<file path="src/rtl/fetch_pkg.sv">
// Shared types for the fetch unit: FSM state encoding, instruction buffer entry, default reset PC.
package fetch_pkg;

  localparam logic [31:0] RESET_PC_DEFAULT = 32'h0000_0000;

  typedef enum logic [1:0] {
    ST_RUN   = 2'd0,
    ST_WAIT  = 2'd1,
    ST_FLUSH = 2'd2,
    ST_FAULT = 2'd3
  } fetch_state_e;

  typedef struct packed {
    logic [31:0] pc;
    logic [31:0] data;
  } fetch_entry_t;

  function automatic logic [31:0] next_pc(input logic [31:0] pc);
    return pc + 32'd4;
  endfunction

endpackage

</file>
<file path="src/rtl/fetch_if.sv">
// Fetch unit handshake bundle: imem request/response, redirect, decoder side.
// fetch_fault exists only when FETCH_ALIGN_CHECK_EN is defined.
interface fetch_if;
  logic        imem_req_valid;
  logic        imem_req_ready;
  logic [31:0] imem_req_addr;
  logic        imem_rsp_valid;
  logic [31:0] imem_rsp_data;
  logic        redirect_valid;
  logic [31:0] redirect_pc;
  logic        inst_valid;
  logic        inst_ready;
  logic [31:0] inst_data;
  logic [31:0] inst_pc;
`ifdef FETCH_ALIGN_CHECK_EN
  logic        fetch_fault;
`endif

  modport master (
    output imem_req_valid, imem_req_addr, inst_valid, inst_data, inst_pc,
    input  imem_req_ready, imem_rsp_valid, imem_rsp_data, redirect_valid, redirect_pc, inst_ready
`ifdef FETCH_ALIGN_CHECK_EN
    , output fetch_fault
`endif
  );

  modport slave (
    input  imem_req_valid, imem_req_addr, inst_valid, inst_data, inst_pc,
    output imem_req_ready, imem_rsp_valid, imem_rsp_data, redirect_valid, redirect_pc, inst_ready
`ifdef FETCH_ALIGN_CHECK_EN
    , input fetch_fault
`endif
  );

endinterface

</file>
<file path="src/rtl/fetch_fifo.sv">
// Instruction buffer: power-of-two ring of {pc,data}, head visible combinationally, 1-cycle push-to-valid.
// Push accepted when not full or popping the same cycle; flush empties without touching storage.
module fetch_fifo import fetch_pkg::*; #(
  parameter int  DEPTH = 2,
  localparam int AW    = $clog2(DEPTH)
) (
  input  logic         clk,
  input  logic         rst_n,
  input  logic         flush_i,
  input  logic         push_i,
  input  fetch_entry_t push_dat_i,
  input  logic         pop_i,
  output logic         vld_o,
  output fetch_entry_t pop_dat_o,
  output logic [AW:0]  count_o
);

  localparam logic [AW:0]   FULL    = (AW+1)'(DEPTH);
  localparam logic [AW:0]   CNT_ONE = (AW+1)'(1);
  localparam logic [AW-1:0] PTR_ONE = AW'(1);

  fetch_entry_t  mem_q [DEPTH];
  logic [AW-1:0] wr_ptr_q, rd_ptr_q;
  logic [AW:0]   cnt_q;
  logic          do_push, do_pop;

  assign do_pop  = pop_i && (cnt_q != '0);
  assign do_push = push_i && ((cnt_q != FULL) || do_pop);

  always_ff @(posedge clk) begin
    if (!rst_n) begin
      wr_ptr_q <= '0;
      rd_ptr_q <= '0;
      cnt_q    <= '0;
      for (int i = 0; i < DEPTH; i++) mem_q[i] <= '0;
    end else if (flush_i) begin
      wr_ptr_q <= '0;
      rd_ptr_q <= '0;
      cnt_q    <= '0;
    end else begin
      if (do_push) begin
        mem_q[wr_ptr_q] <= push_dat_i;
        wr_ptr_q        <= wr_ptr_q + PTR_ONE;
      end
      if (do_pop) rd_ptr_q <= rd_ptr_q + PTR_ONE;
      case ({do_push, do_pop})
        2'b10:   cnt_q <= cnt_q + CNT_ONE;
        2'b01:   cnt_q <= cnt_q - CNT_ONE;
        default: cnt_q <= cnt_q;
      endcase
    end
  end

  assign vld_o     = (cnt_q != '0);
  assign pop_dat_o = mem_q[rd_ptr_q];
  assign count_o   = cnt_q;

endmodule

</file>
<file path="src/rtl/fetch_unit.sv">
// Single-outstanding instruction fetcher feeding a BUF_DEPTH buffer; response visible to decoder 1 cycle later.
// Requests only when a buffer slot is free, so responses are never backpressured. Option: FETCH_ALIGN_CHECK_EN.
module fetch_unit import fetch_pkg::*; #(
  parameter logic [31:0] RESET_PC  = RESET_PC_DEFAULT,
  parameter int          BUF_DEPTH = 2
) (
  input logic     clk,
  input logic     rst_n,
  fetch_if.master bus
);

  localparam int CW = $clog2(BUF_DEPTH) + 1;

  fetch_state_e  state_q, state_d;
  logic [31:0]   pc_q, pc_d;
  logic [31:0]   tgt;
  logic [CW-1:0] count;
  logic          fifo_vld;
  fetch_entry_t  fifo_dat, rsp_entry;
  logic          req_fire, rsp_pend, flt_owed, push, pop;

`ifdef FETCH_ALIGN_CHECK_EN
  logic flt_pend_q;

  assign tgt      = bus.redirect_pc;
  assign flt_owed = (state_q == ST_FAULT) && flt_pend_q && !bus.imem_rsp_valid;

  // Remember whether a response was still owed when FAULT was entered.
  always_ff @(posedge clk) begin
    if (!rst_n) begin
      flt_pend_q <= 1'b0;
    end else if (state_q != ST_FAULT) begin
      flt_pend_q <= rsp_pend;
    end else if (bus.imem_rsp_valid) begin
      flt_pend_q <= 1'b0;
    end
  end

  assign bus.fetch_fault = (state_q == ST_FAULT);
`else
  assign tgt      = bus.redirect_pc & 32'hFFFF_FFFC;
  assign flt_owed = 1'b0;
`endif

  assign bus.imem_req_valid = rst_n && (state_q == ST_RUN) && (count < CW'(BUF_DEPTH));
  assign bus.imem_req_addr  = pc_q;
  assign req_fire           = bus.imem_req_valid && bus.imem_req_ready;

  // True when a response will still arrive after this edge.
  assign rsp_pend = req_fire || flt_owed ||
                    (((state_q == ST_WAIT) || (state_q == ST_FLUSH)) && !bus.imem_rsp_valid);

  assign push      = (state_q == ST_WAIT) && bus.imem_rsp_valid && !bus.redirect_valid;
  assign pop       = fifo_vld && bus.inst_ready && !bus.redirect_valid;
  assign rsp_entry = '{pc: pc_q, data: bus.imem_rsp_data};

  always_comb begin
    state_d = state_q;
    pc_d    = pc_q;
    if (bus.redirect_valid) begin
`ifdef FETCH_ALIGN_CHECK_EN
      if (bus.redirect_pc[1:0] != 2'b00) begin
        state_d = ST_FAULT;
      end else
`endif
      begin
        pc_d    = tgt;
        state_d = rsp_pend ? ST_FLUSH : ST_RUN;
      end
    end else begin
      case (state_q)
        ST_RUN:   if (req_fire) state_d = ST_WAIT;
        ST_WAIT:  if (bus.imem_rsp_valid) begin
                    state_d = ST_RUN;
                    pc_d    = next_pc(pc_q);
                  end
        ST_FLUSH: if (bus.imem_rsp_valid) state_d = ST_RUN;
        default:  state_d = state_q;
      endcase
    end
  end

  always_ff @(posedge clk) begin
    if (!rst_n) begin
      state_q <= ST_RUN;
      pc_q    <= RESET_PC;
    end else begin
      state_q <= state_d;
      pc_q    <= pc_d;
    end
  end

  fetch_fifo #(.DEPTH(BUF_DEPTH)) u_buf (
    .clk        (clk),
    .rst_n      (rst_n),
    .flush_i    (bus.redirect_valid),
    .push_i     (push),
    .push_dat_i (rsp_entry),
    .pop_i      (pop),
    .vld_o      (fifo_vld),
    .pop_dat_o  (fifo_dat),
    .count_o    (count)
  );

  assign bus.inst_valid = fifo_vld;
  assign bus.inst_data  = fifo_dat.data;
  assign bus.inst_pc    = fifo_dat.pc;

endmodule

</file>
<file path="src/flat_wrapper.sv">
// flat-port wrapper written by rule: the top's interface ports become plain ports
module fetch_unit_flat import fetch_pkg::*;
#(
  parameter logic [31:0] RESET_PC  = RESET_PC_DEFAULT,
  parameter int          BUF_DEPTH = 2
)
  (clk, rst_n, bus_imem_req_valid, bus_imem_req_addr, bus_inst_valid, bus_inst_data, bus_inst_pc, bus_imem_req_ready, bus_imem_rsp_valid, bus_imem_rsp_data, bus_redirect_valid, bus_redirect_pc, bus_inst_ready);
  fetch_if bus_i ();
  input logic clk;
  input logic rst_n;
  output wire logic [$bits(bus_i.imem_req_valid)-1:0] bus_imem_req_valid;
  output wire logic [$bits(bus_i.imem_req_addr)-1:0] bus_imem_req_addr;
  output wire logic [$bits(bus_i.inst_valid)-1:0] bus_inst_valid;
  output wire logic [$bits(bus_i.inst_data)-1:0] bus_inst_data;
  output wire logic [$bits(bus_i.inst_pc)-1:0] bus_inst_pc;
  input wire logic [$bits(bus_i.imem_req_ready)-1:0] bus_imem_req_ready;
  input wire logic [$bits(bus_i.imem_rsp_valid)-1:0] bus_imem_rsp_valid;
  input wire logic [$bits(bus_i.imem_rsp_data)-1:0] bus_imem_rsp_data;
  input wire logic [$bits(bus_i.redirect_valid)-1:0] bus_redirect_valid;
  input wire logic [$bits(bus_i.redirect_pc)-1:0] bus_redirect_pc;
  input wire logic [$bits(bus_i.inst_ready)-1:0] bus_inst_ready;
  assign bus_imem_req_valid = bus_i.imem_req_valid;
  assign bus_imem_req_addr = bus_i.imem_req_addr;
  assign bus_inst_valid = bus_i.inst_valid;
  assign bus_inst_data = bus_i.inst_data;
  assign bus_inst_pc = bus_i.inst_pc;
  assign bus_i.imem_req_ready = bus_imem_req_ready;
  assign bus_i.imem_rsp_valid = bus_imem_rsp_valid;
  assign bus_i.imem_rsp_data = bus_imem_rsp_data;
  assign bus_i.redirect_valid = bus_redirect_valid;
  assign bus_i.redirect_pc = bus_redirect_pc;
  assign bus_i.inst_ready = bus_inst_ready;
  fetch_unit #(.RESET_PC(RESET_PC), .BUF_DEPTH(BUF_DEPTH)) u_core (.clk(clk), .rst_n(rst_n), .bus(bus_i));
endmodule
</file>
<file path="config.mk">
export PLATFORM = sky130hd
export DESIGN_NAME = fetch_unit_flat
export DESIGN_NICKNAME = d
export VERILOG_FILES = /design/src/rtl/fetch_pkg.sv /design/src/rtl/fetch_if.sv /design/src/rtl/fetch_fifo.sv /design/src/rtl/fetch_unit.sv /design/src/flat_wrapper.sv
export SDC_FILE = /design/constraint.sdc
export NUM_CORES = 1
export LEC_CHECK = 0
export ABC_CLOCK_PERIOD_IN_PS = 11600
export BUFFER_PORTS_ARGS = -buffer_cell sky130_fd_sc_hd__buf_4
export CAP_MARGIN = 0
export CORE_ASPECT_RATIO = 0.8
export CORE_MARGIN = 4
export CORE_UTILIZATION = 54
export DETAILED_ROUTE_END_ITERATION = 8
export PLACE_DENSITY = 0.8
export SYNTH_ARGS = -nofsm -noshare
export SYNTH_HDL_FRONTEND = slang
export SYNTH_SLANG_ARGS = --single-unit
export TNS_END_PERCENT = 30
</file>
<file path="constraint.sdc">
create_clock -name clk -period 11.6 [get_ports clk]
set_input_delay 3.48 -clock clk [delete_from_list [all_inputs] [get_ports clk]]
set_output_delay 3.48 -clock clk [all_outputs]
set_load 0.02 [all_outputs]
</file>
==> impl_metrics.tcl <==
set metrics [dict create \
    status "finished, final reports clean" \
    num_vias 5274 \
    core_area_mm2 0.0136 \
    root_buffer "clkbuf_16" \
    cp-end-kind "output port" \
    cpPeakStageDelay_ns 0.32 \
    fillers 986 \
    fmax_mhz 131 \
    timing.rr.start "u_core.state_q[0]" \
    synth_edf_count 124 \
    r2r_slack_ns 8.53 \
    worstPathArrival_ns 4.15 \
    grt-ovfl-total 0 \
    synth.distinct_cells 47 \
    finalCritPeriodShare 0.658 \
    crit_required_ns 8.12 \
    postCtsHoldBufs 0 \
    antenna_found_initial 0 \
    final_cell_mix "buf_4, and2_1, edfxtp_1" \
    netlist_instances 608 \
    cts.path.max_buffers 2 \
    cts_made_buffers 17 \
    io_buffers 161 \
    ys_seq_elements 161 \
    drtIter0Drc 395 \
    cts_tree "done" \
    yosysSeqAreaShare 0.597 \
    clk_pin_slew_ns 0.06 \
    route.detailed.drc 0 \
    final_antenna_net_count 0 \
    timing_hold_violations_final 0 \
    dp_hpwl_um 11100 \
    crit_end "bus_imem_req_valid" \
    hold_class "flop to flop" \
    setup_viol 0 \
    ys.flop_type "edfxtp_1" \
    regArea_mm2 0.00447 \
    leakage_nw 3.72 \
    crit_top_cell "buf_4" \
    worstSetupPathType "input pin to output port" \
    syn2layout_area_growth_pct 24.6 \
    ys_async_sr_fraction 0 \
    grtUsageTotal 0.221 \
    finalSetupTns_ns 0 \
    drv_cap 0 \
    cp-start-kind "input pin" \
    rsz0062_at_grt "false" \
    postCtsSetupRepairBufs 0 \
    multi_input_area_mm2 0.00282 \
    finalWirelength_um 17300 \
    dieArea_mm2 0.0158 \
    max_slew.worst_pin.slew_ns 1.25 \
    r2r-end "u_core.u_buf.mem_q[0][5]" \
    die_x_um 140 \
    die_y_um 113 \
    critical_path.max_fanout 38 \
    r2r_cells 4 \
    gp_congestion 0.828 \
    htree_levels 4 \
    period_minus_slack_ns 7.63 \
    syn_area_per_cell_um2 12.3 \
    hold_ws_ns 0.517 \
    antenna_cells 0 \
    grt_max_degree 63 \
    dr.pass1.iters 5 \
    drive_above_1_share 0.347 \
    crit_start "rst_n" \
    syn_area_mm2 0.00747 \
    final_nets 821 \
    cp_cell_sequence "buf_4 > nand2_1 > nor2_1 > buf_4" \
    grt_pass1_wl_um 27400 \
    power-per-cell-area_mw_per_mm2 140 \
    ctsResizeCount 0 \
    layout_commonest_cell "buf_4" \
    synth_warnings 0 \
    avgRoutedWirePerCell_um 18.4 \
    grt_pass1_vias 5355 \
    slew_headroom 0.154 \
    slew_viol_final 0 \
    viasPerCell 5.62 \
    finClkSkew_ns 0.0110 \
    start_util 0.552 \
    rows 38 \
    slowest_stage "buf_4" \
    worstHoldStart "u_core.u_buf.rd_ptr_q" \
    io_pins 168 \
    insertion_delay_ns 0.43 \
    clock-sinks 161 \
    irDropWorstVdd_v 0.000100 \
]
-- how the worst min path moves through the flow --
stage	cells past startpoint	slack, ns	end
CTS	2	0.51	flop
finish	2	0.52	flop
global placement	2	0.48	u_core.state_q[1]
global route	2	0.55	u_core.state_q[1]
floorplan	2	0.47	u_core.state_q[1]
detailed placement	2	0.49	flop
-- cell type report --
cell class | instances | share of cell area
inverter | 5 | 0.00202
sequential | 161 | 0.480
timing repair buffer | 164 | 0.132
clock buffer | 18 | 0.0461
tap | 180 | 0.0242
clock inverter | 12 | 0.0129
multi-input combinational | 399 | 0.303
-- registers in the layout, summed over array words and instances, names as in the netlist, named ones only --
name	count
u_core.u_buf.mem_q	124
u_core.bus.imem_req_addr	30
u_core.state_q	2
u_core.u_buf.count_o	2
u_core.u_buf.rd_ptr_q	1
u_core.u_buf.wr_ptr_q	1
-- critical path: cells and delay by family --
kind,cells,cell delay (ns)
and+or+nand+nor,2,0.20
buffers and inverters,2,0.47
-- metal layers --
| metal | up-vias | global-route usage | part of all wire |
|---|---|---|---|
| met1 | 2541 | 0.279 | 0.42 |
| met2 | 220 | 0.370 | 0.49 |
| met3 | 26 | 0.0655 | 0.073 |
| li1 | 2487 | - | - |
| met5 | - | 0 | 0 |
| met4 | 0 | 0.0710 | 0.018 |
-- cell usage after synthesis (2+ instances only) --
library cell / number / area share
and2_1: 128 / 0.11
edfxtp_1: 124 / 0.50
mux2_2: 62 / 0.093
dfxtp_1: 37 / 0.099
clkbuf_1: 36 / 0.018
o21ai_0: 29 / 0.019
nand2_1: 21 / 0.011
nor2_1: 13 / 0.0065
nand4_1: 12 / 0.010
a31oi_1: 11 / 0.0092
nor3_1: 9 / 0.0060
nand3_1: 8 / 0.0054
or3_1: 8 / 0.0067
a21oi_1: 7 / 0.0047
and4_1: 7 / 0.0082
nand2b_1: 7 / 0.0059
xor2_1: 7 / 0.0082
buf_4: 6 / 0.0060
o31ai_1: 6 / 0.0060
or4_1: 6 / 0.0060
and3_1: 5 / 0.0042
nor2b_1: 5 / 0.0042
nor4_1: 5 / 0.0042
o211a_1: 5 / 0.0067
xnor2_1: 5 / 0.0059
a211oi_1: 4 / 0.0040
inv_1: 4 / 0.0020
a311oi_1: 3 / 0.0035
buf_2: 3 / 0.0020
ha_1: 3 / 0.0050
or2_2: 3 / 0.0025
mux2i_1: 2 / 0.0027
o311a_1: 2 / 0.0027
o31a_1: 2 / 0.0023
-- metrics by stage --
stage	std cells	util	area, um^2	power, mW	setup slack (ns)
floorplan	611	-	7490	0.731	0.676
global placement	909	0.647	8760	0.783	3.97
detailed placement	909	0.647	8760	0.788	3.98
CTS	939	0.687	9310	1.31	3.97
global route	939	0.687	9310	1.35	3.89
finish	939	0.687	9310	1.31	3.97
-- logic make-up after synthesis --
kind of cell / share of synthesized area
XOR/XNOR: 0.0141
AND/OR/NAND/NOR: 0.194
AO/OA/AOI/OAI: 0.0639
buffers and inverters: 0.0291
adder cells (fa/ha/maj): 0.00502
other: 0.000502
multiplexers: 0.0961
flip-flops: 0.597
-- report_power, final --
group	switching, mW	internal, mW	total, mW	leakage (nW)
Combinational	0.0636	0.0521	0.116	1.88
Clock	0.218	0.311	0.529	0.255
Sequential	0.0180	0.643	0.661	1.59
Total	0.300	1.01	1.31	3.72
No activity file was read; power rests on OpenSTA's default activity.
